File: src/rtl/captura_operandos.sv
// Operand-entry sequencer: button sync/debounce/press detect feeding a 4-step A/B/op/show FSM.
// Optional debouncer selected by `CAPTURA_DEBOUNCE_EN; when undefined the synchronised level is used directly.
module captura_operandos #(
    parameter int unsigned DEBOUNCE_CYCLES = 500000
) (
    input  logic       clk,
    input  logic       rst_n,
    input  logic       btn_n,
    input  logic [3:0] sw_dado,
    input  logic [1:0] sw_op,
    output logic [3:0] a,
    output logic [3:0] b,
    output logic [1:0] seletor,
    output logic       valido,
    output logic       carga_pulso,
    output logic [1:0] estado
);

    typedef enum logic [1:0] {
        S_A    = 2'b00,
        S_B    = 2'b01,
        S_OP   = 2'b10,
        S_SHOW = 2'b11
    } state_t;

    state_t state;
    logic   sync1;
    logic   sync2;
    logic   stable;
    logic   stable_d;
    logic   press;

    // Two-flop synchroniser for the asynchronous button
    always_ff @(posedge clk) begin
        if (!rst_n) begin
            sync1 <= 1'b1;
            sync2 <= 1'b1;
        end else begin
            sync1 <= btn_n;
            sync2 <= sync1;
        end
    end

`ifdef CAPTURA_DEBOUNCE_EN
    localparam int unsigned CW = (DEBOUNCE_CYCLES > 1) ? $clog2(DEBOUNCE_CYCLES) : 1;

    logic [CW-1:0] cnt;

    // New level accepted only after it persists DEBOUNCE_CYCLES edges; any bounce restarts the count
    always_ff @(posedge clk) begin
        if (!rst_n) begin
            stable <= 1'b1;
            cnt    <= '0;
        end else if (sync2 != stable) begin
            if (cnt == CW'(DEBOUNCE_CYCLES - 1)) begin
                stable <= sync2;
                cnt    <= '0;
            end else begin
                cnt <= cnt + CW'(1);
            end
        end else begin
            cnt <= '0;
        end
    end
`else
    logic unused_cfg;
    assign unused_cfg = ^DEBOUNCE_CYCLES;

    always_ff @(posedge clk) begin
        if (!rst_n) begin
            stable <= 1'b1;
        end else begin
            stable <= sync2;
        end
    end
`endif

    // One-cycle pulse on the debounced 1->0 transition only
    always_ff @(posedge clk) begin
        if (!rst_n) begin
            stable_d <= 1'b1;
            press    <= 1'b0;
        end else begin
            stable_d <= stable;
            press    <= stable_d & ~stable;
        end
    end

    // Entry FSM with registered data, valid flag and load strobe
    always_ff @(posedge clk) begin
        if (!rst_n) begin
            state       <= S_A;
            a           <= '0;
            b           <= '0;
            seletor     <= '0;
            valido      <= 1'b0;
            carga_pulso <= 1'b0;
        end else begin
            carga_pulso <= 1'b0;
            if (press) begin
                case (state)
                    S_A: begin
                        a     <= sw_dado;
                        state <= S_B;
                    end
                    S_B: begin
                        b     <= sw_dado;
                        state <= S_OP;
                    end
                    S_OP: begin
                        seletor     <= sw_op;
                        valido      <= 1'b1;
                        carga_pulso <= 1'b1;
                        state       <= S_SHOW;
                    end
                    S_SHOW: begin
                        valido <= 1'b0;
                        state  <= S_A;
                    end
                endcase
            end
        end
    end

    assign estado = state;

endmodule

File: config.mk
export PLATFORM = sky130hd
export DESIGN_NAME = captura_operandos
export DESIGN_NICKNAME = d
export VERILOG_FILES = /design/src/rtl/captura_operandos.sv
export SDC_FILE = /design/constraint.sdc
export NUM_CORES = 1
export LEC_CHECK = 0
export CAP_MARGIN = 0
export CORE_MARGIN = 2
export CORE_UTILIZATION = 35
export CTS_CLUSTER_SIZE = 25
export DETAILED_ROUTE_END_ITERATION = 16
export GPL_TIMING_DRIVEN = 1
export PLACE_DENSITY = 0.66
export SYNTH_ARGS = -nofsm -noshare
export SYNTH_HDL_FRONTEND = slang
export SYNTH_SLANG_ARGS = --single-unit
File: constraint.sdc
create_clock -name clk -period 1.82 [get_ports clk]
set_clock_uncertainty 0.2 [all_clocks]
set_input_delay 0.364 -clock clk [delete_from_list [all_inputs] [get_ports clk]]
set_output_delay 0.364 -clock clk [all_outputs]
set_load 0.05 [all_outputs]
==> impl_results.md, run 1 <==
* Outcome: completed
* Antenna cell count at 0
* Worst-Skew Late Latency at 0.29 ns
* Combinational share of power at between 7 and 8%
* Chip height at 50.7 um
* Synth Instances at between 70 and 80
* Routed met2 length at approximately 630 um
* RSZ-0062 raised after global routing: no
* Core area at approximately 2000 um2
* CP max stage cell: dfxtp_1
* Worst setup EP type: flop
* Slew @ Worst Pin at ~0.45 ns
* Worst path cell trace: inv_1 -> ha_1 -> and2_4 -> o211a_1
* Hold Fails Final Rpt at 0
* Post-Route WL at 1340 um
* Max Cap Violations at 0
* Area Growth Syn to Fin at 32.1%
* Worst r2r path cells at 4
* First-pass GRT wire length at 2280 um
* Met3 WL at 75 um
* DR top layer: met4
* Yosys warns at 0
* Filler cells at 198
* Starting Density at 38.2%
* Via count at 608
* Leak at 0.425 nW
* Synth cell types at 17
* Highest clock rate at 663 MHz
* Top cell type's share of synthesized area at 49.8%
* Minimum clock period at between 1.5 and 2 ns
* IO Pins at 23
* Max incr delay on CP at 0.46 ns
* Synthesized flop and latch total at 19
* Critical path class: flop to flop
* Mean Syn Cell Area at ~9.8 um2
* Seq/Total Area, Yosys at 49.8%
* Hold wc startpoint: stable_d$_SDFF_PN1_
* Dpl hpwl at 1000 um
* RR Startpoint: estado[0]$_SDFFE_PN0P_
* Post-CTS setup buffer count at 0
* Final Max Slew Viols at 0
* Crit path arrival time at 1.51 ns
* Number of H-tree levels at 1
* CTS Sinks at 19
* CTS tree: built
* Setup Viol. Count Final at 0
* DR iter-0 viols at 6
* Synth area leaders: dfxtp_1 (50%), ha_1 (8.2%), nand4_1 (8.2%), buf_6 (7.4%), o21ai_1 (6.5%)
* DRC violations left at 0
* Netlist Area Pre-Place at 764 um2
* RR Endpoint: valido$_SDFFE_PN0P_
* CTS Buffer Depth at 2
* Number of CTS-inserted buffers at 3
* Clock Power Share at 30.4%
* Clk root buf: clkbuf_4
* Switch share at about 22%
* Drt pass-1 iters at 4
* Syn_nets at 92
* WL met1 at 614 um
* Post-Place Cells at 124
* Number of vias per cell at 4.75
* Type of origin of the critical path: flop
* Largest net degree at the start of global routing at 29
* Row cnt at 16
* Hold Path Sink: press$_SDFF_PN0_
* Yosys top cell by area: dfxtp_1
* Pwr/cell area at 678 nW/um2
* Die X at ~50 um
* Sequential share of power at just over 60%
* Layout cell share with drive strength beyond 1 at between 20% and 30%
* WL per Instance at about 11 um
* Vias in the first global route at between 500 and 600
* Layout Nets at 116
* Post-cts gate resize count at 0
* Sw power at approximately 0.15 mW
* Die area at 2570 um2
* Worst EP required at between 1.5 and 2 ns
* Post-CTS Hold Buffers at 0
* Routed Antenna Nets at 0
* Placer Congestion at 0.784
* Setup TNS at 0 ns
* Internal Power at roughly 0.53 mW
* Global-route usage over all layers at 11.7%
* R2R setup slack at 0.31 ns
* Min-Delay Path Class: flop to flop
* GRT overflow at 0
* Antenna violations before repair at 0
* Hold depth at 2
* Number of buffers added on ports at 22
* Crit path max fanout at 5
* Non-Filler Instances at 128
* Worst VDD drop at 0.402 mV
* Final period util at between 80 and 90%
* CTS clk-pin slew, worst paths at 0.11 ns
* Slew HR at 69.9%
[power groups by stage]
stage	sequential [mW]	clock (mW)	combinational, mW
after detailed placement	0.434	0	0.0521
after global routing	0.425	0.236	0.0559
after floorplan	0.438	0	0.0235
after global placement	0.434	0	0.0512
final	0.424	0.208	0.0522
after CTS	0.424	0.220	0.0523
[layer usage]
metal / global-route usage (%) / vias up
li1: - / 312
met1: 15.4 / 280
met2: 17.8 / 14
met3: 2.08 / 2
met4: 6.76 / 0
met5: 0 / -
[stage by stage]
step | hold slack (ns) | utilization, % | setup WS [ns] | total power, mW | cell area [um2]
final | 0.218 | 50.4 | 0.311 | 0.684 | 1010
after floorplan | 0.186 | - | 0.0610 | 0.461 | 764
after detailed placement | 0.201 | 48.9 | 0.282 | 0.486 | 980
after global routing | 0.248 | 50.4 | 0.213 | 0.717 | 1010
after global placement | 0.188 | 48.9 | 0.307 | 0.485 | 980
after CTS | 0.222 | 50.4 | 0.298 | 0.697 | 1010
[Yosys cell counts]
master and count:
nor2_1 2, nand2_1 11, nand2b_1 4, o21ai_0 1
ha_1 5, nor2b_1 1, buf_6 5, o211a_1 1
and2_4 1, and2_1 2, mux2i_1 1, nand4_1 10
inv_1 3, dfxtp_1 19, and3_1 1, o21ai_1 10
a21oi_2 1
[state kept, by name, summed over array words and instances (netlist names)]
| register | cells |
|---|---|
| a | 4 |
| b | 4 |
| carga_pulso | 1 |
| estado | 2 |
| press | 1 |
| seletor | 2 |
| stable | 1 |
| stable_d | 1 |
| sync1 | 1 |
| sync2 | 1 |
| valido | 1 |
[kinds of logic (layout without fill, tap and decap cells)]
logic type	count (synthesis)	in the layout	synth area share (%)
and+or+nand+nor	32	32	22.3
DFF	19	19	49.8
AOI/OAI and AO/OA	13	13	9.66
buffers and inverters	8	31	8.84
adders and majority gates	5	5	8.18
muxes	1	1	1.31
[worst max-delay path by stage]
| stage | from | end | slack, ns | cells after the start |
|---|---|---|---|---|
| after floorplan | estado[0]$_SDFFE_PN0P_ | valido$_SDFFE_PN0P_ | 0.06 | 4 |
| after global placement | rst_n | seletor[0]$_SDFFE_PN0P_ | 0.31 | 4 |
| after detailed placement | rst_n | seletor[0]$_SDFFE_PN0P_ | 0.28 | 4 |
| after CTS | estado[0]$_SDFFE_PN0P_ | valido$_SDFFE_PN0P_ | 0.30 | 4 |
| after global routing | estado[0]$_SDFFE_PN0P_ | valido$_SDFFE_PN0P_ | 0.21 | 4 |
| final | estado[0]$_SDFFE_PN0P_ | valido$_SDFFE_PN0P_ | 0.31 | 4 |
[layout make-up]
type / instances / area (um2) / share of cell area [%]
clock buffers: 3 / 22.5 / 2.23
inverters: 3 / 11.3 / 1.12
repair buffers: 24 / 238 / 23.5
well taps: 27 / 33.8 / 3.35
flip-flops and latches: 19 / 380 / 37.7
clock inverters: 1 / 7.51 / 0.743
multi-input cells: 51 / 317 / 31.4
[critical path, delay by kind of cell (launching register included)]
family	cells	cell delay, ns
simple gates	1	0.18
compound gates	1	0.19
buf+inv	1	0.12
flops	1	0.46
fa+ha+maj	1	0.27
[cell usage in the layout (no fill, tap or decap), drive strengths merged]
cell type       n
a21oi           1
and2            3
and3            1
buf            16
clkbuf          3
clkdlybuf4s50   8
clkinvlp        1
dfxtp          19
ha              5
inv             3
mux2i           1
nand2          11
nand2b          4
nand4          10
nor2            2
nor2b           1
o211a           1
o21ai          11
Power figures use the tool's default switching activity.
==> run 2: changes to the inputs <==
Clock period 1.82 ns to 1.4 ns, I/O delays scaled along.
==> run 2 against run 1 <==
  * Sequential power increased by 29%
  * Clock-buffer cell count increased by 1
  * Cell area increased by 17%
  * Wire length decreased by 0.60%
  * Global-route usage increased by 0.67 points
  * Die area unchanged
  * Hold slack got worse by 0.0027 ns
  * Worst setup slack got worse by 0.23 ns
  * Via count unchanged
  * Sequential share of layout area decreased by 5.0 points
  * Register-to-register slack got worse by 0.23 ns
  * First-iteration DRC count increased by 17%
  * Largest cell class is now buffers
==> impl_results.md, run 2 (synthesized netlist as in run 1, its figures left out) <==
* Outcome: completed (unchanged)
* Number of vias per cell at 4.68 (was 4.75)
* Critical path class: flop to output pin (was flop to flop)
* IO Pins at 23 (unchanged)
* Placer Congestion at 0.780 (was 0.784)
* Filler cells at 182 (was 198)
* Number of CTS-inserted buffers at 3 (unchanged)
* Final Max Slew Viols at 0 (unchanged)
* CP max stage cell: dfxtp_1 (unchanged)
* Largest regs: a x4, b x4 (unchanged)
* Routed Antenna Nets at 0 (unchanged)
* Worst VDD drop at 0.416 mV (was 0.402 mV)
* GRT overflow at 0 (unchanged)
* Commonest non-fill, non-tap cells in the layout: dfxtp_1 (17), buf_12 (15), nand2_1 (11) (was dfxtp_1 (19), buf_4 (13), nand2_1 (11))
* CTS tree: built (unchanged)
* Dpl hpwl at 1000 um (about the same)
* Largest net degree at the start of global routing at 29 (unchanged)
* Placed Area at 1150 um2 (was 980 um2)
* Non-Filler Instances at 130 (was 128)
* Commonest non-fill, non-tap cell in the layout: dfxtp_1 (unchanged)
* Minimum clock period at 1.32 ns
* RSZ-0062 raised after global routing: no (unchanged)
* Hold Fails Final Rpt at 0 (unchanged)
* Worst-Skew Late Latency at 0.28 ns (was 0.29 ns)
* Row cnt at 16 (unchanged)
* Crit path arrival time at 0.84 ns (was 1.51 ns)
* Number of H-tree levels at 1 (unchanged)
* Leak at 0.470 nW (was 0.425 nW)
* Slew @ Worst Pin at 0.114 ns (was 0.451 ns)
* Type of origin of the critical path: flop (unchanged)
* Max Cap Violations at 0 (unchanged)
* Hold_ws at 0.215 ns (was 0.218 ns)
* Via count at 608 (unchanged)
* Antenna violations before repair at 0 (unchanged)
* Global-route usage over all layers at 12.3% (was 11.7%)
* Pwr/cell area at 746 nW/um2 (was 678 nW/um2)
* Worst path cell trace: buf_12 (was inv_1 -> ha_1 -> and2_4 -> o211a_1)
* Crit path max fanout at 2 (was 5)
* CTS Buffer Depth at 2 (unchanged)
* Core area at 2000 um2 (unchanged)
* CTS Sinks at 19 (unchanged)
* Worst setup EP type: output pin (was flop)
* Final period util at 94.2%
* Slew HR at 92.2% (was 69.9%)
* Crit path max-delay family: flip-flops (unchanged)
* Drt pass-1 iters at 4 (unchanged)
* Die X at 50.7 um (unchanged)
* Layout Cell Area excl Fill at 1190 um2 (was 1010 um2)
* DR iter-0 viols at 7 (was 6)
* WL per Instance at 10.3 um (was 10.5 um)
* Max incr delay on CP at 0.40 ns (was 0.46 ns)
* Total Power at 0.885 mW (was 0.684 mW)
* Post-Place Cells at 126 (was 124)
* Area Growth Syn to Fin at 55.2% (was 32.1%)
* CTS clk-pin slew, worst paths at 0.10 ns (was 0.11 ns)
* Layout Nets at 118 (was 116)
* Number of buffers added on ports at 22 (unchanged)
* Highest clock rate at 758 MHz
* Clk root buf: clkbuf_4 (unchanged)
* Layout cell share with drive strength beyond 1 at 27.2% (was 21.8%)
* Die area at 2570 um2 (unchanged)
* DRC violations left at 0 (unchanged)
* WP buf/inv at 1 (unchanged)
* Chip height at 50.7 um (unchanged)
* First-pass GRT wire length at 2390 um (was 2280 um)
* Antenna cell count at 0 (unchanged)
* Starting Density at 38.2% (unchanged)
* Post-Route WL at 1340 um (about the same)
* Worst EP required at 0.92 ns (was 1.82 ns)
* Setup Viol. Count Final at 0 (unchanged)
* Vias in the first global route at 581 (was 557)
* Min-Delay Path Class: flop to flop (unchanged)
## run 2: changes by cell type in the layout (fill, tap and decap cells not counted)
cell and change:
clkbuf_1 +1, ha_2 +2, clkinvlp_4 -1, dfxtp_1 -2, ha_1 -2, dfxtp_4 +2
buf_12 +12, and2_4 +1, buf_4 -10, and2_1 -1
## run 2: stage by stage
| stage | TNS (ns) | setup slack (ns) | utilization [%] |
|---|---|---|---|
| floorplan | 0 | 0.000373 | - |
| global placement | -0.0381 | -0.0234 | 57.7 |
| detailed placement | -0.150 | -0.0241 | 57.7 |
| CTS | 0 | 0.0333 | 59.0 |
| global route | 0 | 0.00226 | 59.3 |
| finish | 0 | 0.0811 | 59.3 |
## run 2: per-layer routing
metal | up-vias | track usage, % | wire, um
li1 | 315 | - | -
met1 | 271 | 16.2 | 613
met2 | 22 | 18.0 | 605
met3 | 0 | 3.57 | 117
met4 | 0 | 6.76 | 0
met5 | - | 0 | 0
## run 2: area by class of cell
cell class	count	area [um2]	share of cell area [%]
repair buffers	26	403	34.0
flip-flops and latches	19	388	32.7
multi-input cells	51	324	27.3
well taps	27	33.8	2.85
clock buffers	4	26.3	2.22
inverters	3	11.3	0.949
## run 2: worst paths after layout
| check | startpoint | end | slack (ns) | cells after the start |
|---|---|---|---|---|
| hold / removal | sync2$_SDFF_PN1_ | stable$_SDFF_PN1_ | 0.21 | 1 |
| hold reg to reg | sync2$_SDFF_PN1_ | stable$_SDFF_PN1_ | 0.21 | 1 |
| setup / recovery | seletor[1]$_SDFFE_PN0P_ | seletor[1] | 0.08 | 1 |
| setup reg to reg | estado[0]$_SDFFE_PN0P_ | valido$_SDFFE_PN0P_ | 0.08 | 4 |
## run 2: report_power, final
part	total [mW]	switching, mW	internal [mW]
Clock	0.264	0.154	0.111
Combinational	0.0733	0.0323	0.0411
Sequential	0.547	0.00394	0.543
## run 2: repair_timing
item,4_1_cts,5_1_grt
setup buffers,0,0
hold buffers,0,0
setup endpoints to repair,0,4
gates resized for setup,0,2
==> run 3: changes to the inputs <==
Settings changed: MAX_ROUTING_LAYER set to met4.
==> run 3 against run 2 <==
  * Wire length decreased by 0.37%
  * Clock power about the same
  * Worst setup slack improved by 0.00085 ns
  * Register-to-register slack about the same
  * Cell area unchanged
  * Utilization unchanged
  * Hold slack about the same
  * Power about the same
  * Die area unchanged
  * Non-clock buffer count unchanged
  * Sequential share of layout area unchanged
  * First-iteration DRC count increased by 86%
==> impl_results.md, run 3 (synthesized netlist as in run 1, its figures left out) <==
* Outcome: completed (unchanged)
* Leak at 0.470 nW (unchanged)
* RR Startpoint: estado[0]$_SDFFE_PN0P_ (unchanged)
* Combinational share of power at 8.3% (about the same)
* GRT overflow at 0 (unchanged)
* Final Max Slew Viols at 0 (unchanged)
* DRC violations left at 0 (unchanged)
* Number of H-tree levels at 1 (unchanged)
* Hold_ws at 0.215 ns (about the same)
* Slew HR at 92.2% (about the same)
* Min-Delay Path Class: flop to flop (unchanged)
* Post-Place Cells at 126 (unchanged)
* Multi-input logic area at 324 um2 (unchanged)
* Worst EP required at 0.92 ns (about the same)
* Row cnt at 16 (unchanged)
* Hold depth at 1 (unchanged)
* DR iter-0 viols at 13 (was 7)
* CTS clk-pin slew, worst paths at 0.10 ns (about the same)
* Routed Antenna Nets at 0 (unchanged)
* Worst setup EP type: output pin (unchanged)
* Critical path class: flop to output pin (unchanged)
* Final period util at 94.1% (was 94.2%)
* Commonest non-fill, non-tap cell in the layout: dfxtp_1 (unchanged)
* Global-route usage over all layers at 12.7% (was 12.3%)
* Layout Cell Area excl Fill at 1190 um2 (unchanged)
* Antenna cell count at 0 (unchanged)
* Vias in the first global route at 580 (was 581)
* FF/Latch Area at 388 um2 (unchanged)
* Antenna violations before repair at 0 (unchanged)
* Crit path arrival time at 0.84 ns (about the same)
* Number of buffers added on ports at 22 (unchanged)
* Stages on worst setup path at 1 (unchanged)
* Via count at 616 (was 608)
* CTS tree: built (unchanged)
* Dpl hpwl at 1000 um (unchanged)
* Crit path max fanout at 2 (unchanged)
* Die area at 2570 um2 (unchanged)
* Commonest non-fill, non-tap cells in the layout: dfxtp_1 (17), buf_12 (15), nand2_1 (11) (unchanged)
* CP max stage cell: dfxtp_1 (unchanged)
* Sequential share of power at 61.8% (about the same)
* Minimum clock period at 1.32 ns (about the same)
* Internal Power at 0.695 mW (about the same)
* First-pass GRT wire length at 2390 um (unchanged)
* Number of CTS-inserted buffers at 3 (unchanged)
* Worst VDD drop at 0.417 mV (was 0.416 mV)
* Highest clock rate at 759 MHz (was 758 MHz)
* Switch share at 21.5% (about the same)
* Area Growth Syn to Fin at 55.2% (unchanged)
* Largest regs: a x4, b x4 (unchanged)
* IO Pins at 23 (unchanged)
* CTS Buffer Depth at 2 (unchanged)
* Post-Route WL at 1330 um (was 1340 um)
* WL per Instance at 10.2 um (was 10.3 um)
* WP buf/inv at 1 (unchanged)
* Sw power at 0.190 mW (about the same)
* Largest net degree at the start of global routing at 29 (unchanged)
* Chip height at 50.7 um (unchanged)
* Layout cell share with drive strength beyond 1 at 27.2% (unchanged)
* Slew @ Worst Pin at 0.114 ns (about the same)
* Clk root buf: clkbuf_4 (unchanged)
* Type of origin of the critical path: flop (unchanged)
* Max incr delay on CP at 0.40 ns (about the same)
* Non-Filler Instances at 130 (unchanged)
* Number of vias per cell at 4.74 (was 4.68)
* Post-layout util at 59.3% (unchanged)
* Max Cap Violations at 0 (unchanged)
* Hold wc startpoint: sync2$_SDFF_PN1_ (unchanged)
* Worst-Skew Late Latency at 0.28 ns (about the same)
* Crit path max-delay family: flip-flops (unchanged)
* Pwr/cell area at 746 nW/um2 (about the same)
* Hold Fails Final Rpt at 0 (unchanged)
* Drt pass-1 iters at 5 (was 4)
* Clock Power Share at 29.9% (about the same)
* CTS Sinks at 19 (unchanged)
* Starting Density at 38.2% (unchanged)
* Filler cells at 182 (unchanged)
* Placer Congestion at 0.791 (was 0.780)
* RSZ-0062 raised after global routing: no (unchanged)
* Placed Area at 1150 um2 (unchanged)
* CP startpoint: seletor[1]$_SDFFE_PN0P_ (unchanged)
* Layout Nets at 118 (unchanged)
* Worst path cell trace: buf_12 (unchanged)
* Die X at 50.7 um (unchanged)
* Worst r2r path cells at 4 (unchanged)
* Setup Viol. Count Final at 0 (unchanged)
* Core area at 2000 um2 (unchanged)
==> run 3: final timing paths <==
kind	slack [ns]	endpoint
worst max-delay path	0.08	seletor[1]
worst min-delay path	0.22	stable$_SDFF_PN1_
worst max register to register	0.08	valido$_SDFFE_PN0P_
worst min register to register	0.22	stable$_SDFF_PN1_
==> run 3: through the flow <==
step	setup TNS, ns	worst slack (ns)	power (mW)
finish	0	0.0819	0.885
floorplan	0	0.000373	0.597
CTS	0	0.0333	0.898
global route	0	0.00226	0.943
global placement	-0.0381	-0.0234	0.633
detailed placement	-0.150	-0.0241	0.633
==> run 3: power by group through the flow <==
stage	Combinational, mW	Clock [mW]	Sequential [mW]
floorplan	0.0306	0	0.566
global placement	0.0730	0	0.560
detailed placement	0.0732	0	0.560
CTS	0.0735	0.277	0.547
global route	0.0800	0.315	0.549
finish	0.0734	0.264	0.547
==> run 3: final cells by class <==
class	instances	share of cell area [%]
Tap cell	27	2.85
Inverter	3	0.949
Multi-Input combinational cell	51	27.3
Timing Repair Buffer	26	34.0
Clock buffer	4	2.22
Sequential cell	19	32.7
==> run 3: what timing repair did <==
| item | in CTS | in global routing |
|---|---|---|
| resized for setup | 0 | 2 |
| setup buffers | 0 | 0 |
| hold buffers | 0 | 0 |
| endpoints found under the setup margin | 0 | 4 |
==> run 3: metal layers <==
layer / vias up / global-route usage (%) / wire (um)
met1: 278 / 16.4 / 613
met4: 0 / 6.76 / 5
met5: - / - / 0
met2: 20 / 18.0 / 608
met3: 2 / 3.27 / 104
li1: 316 / - / -
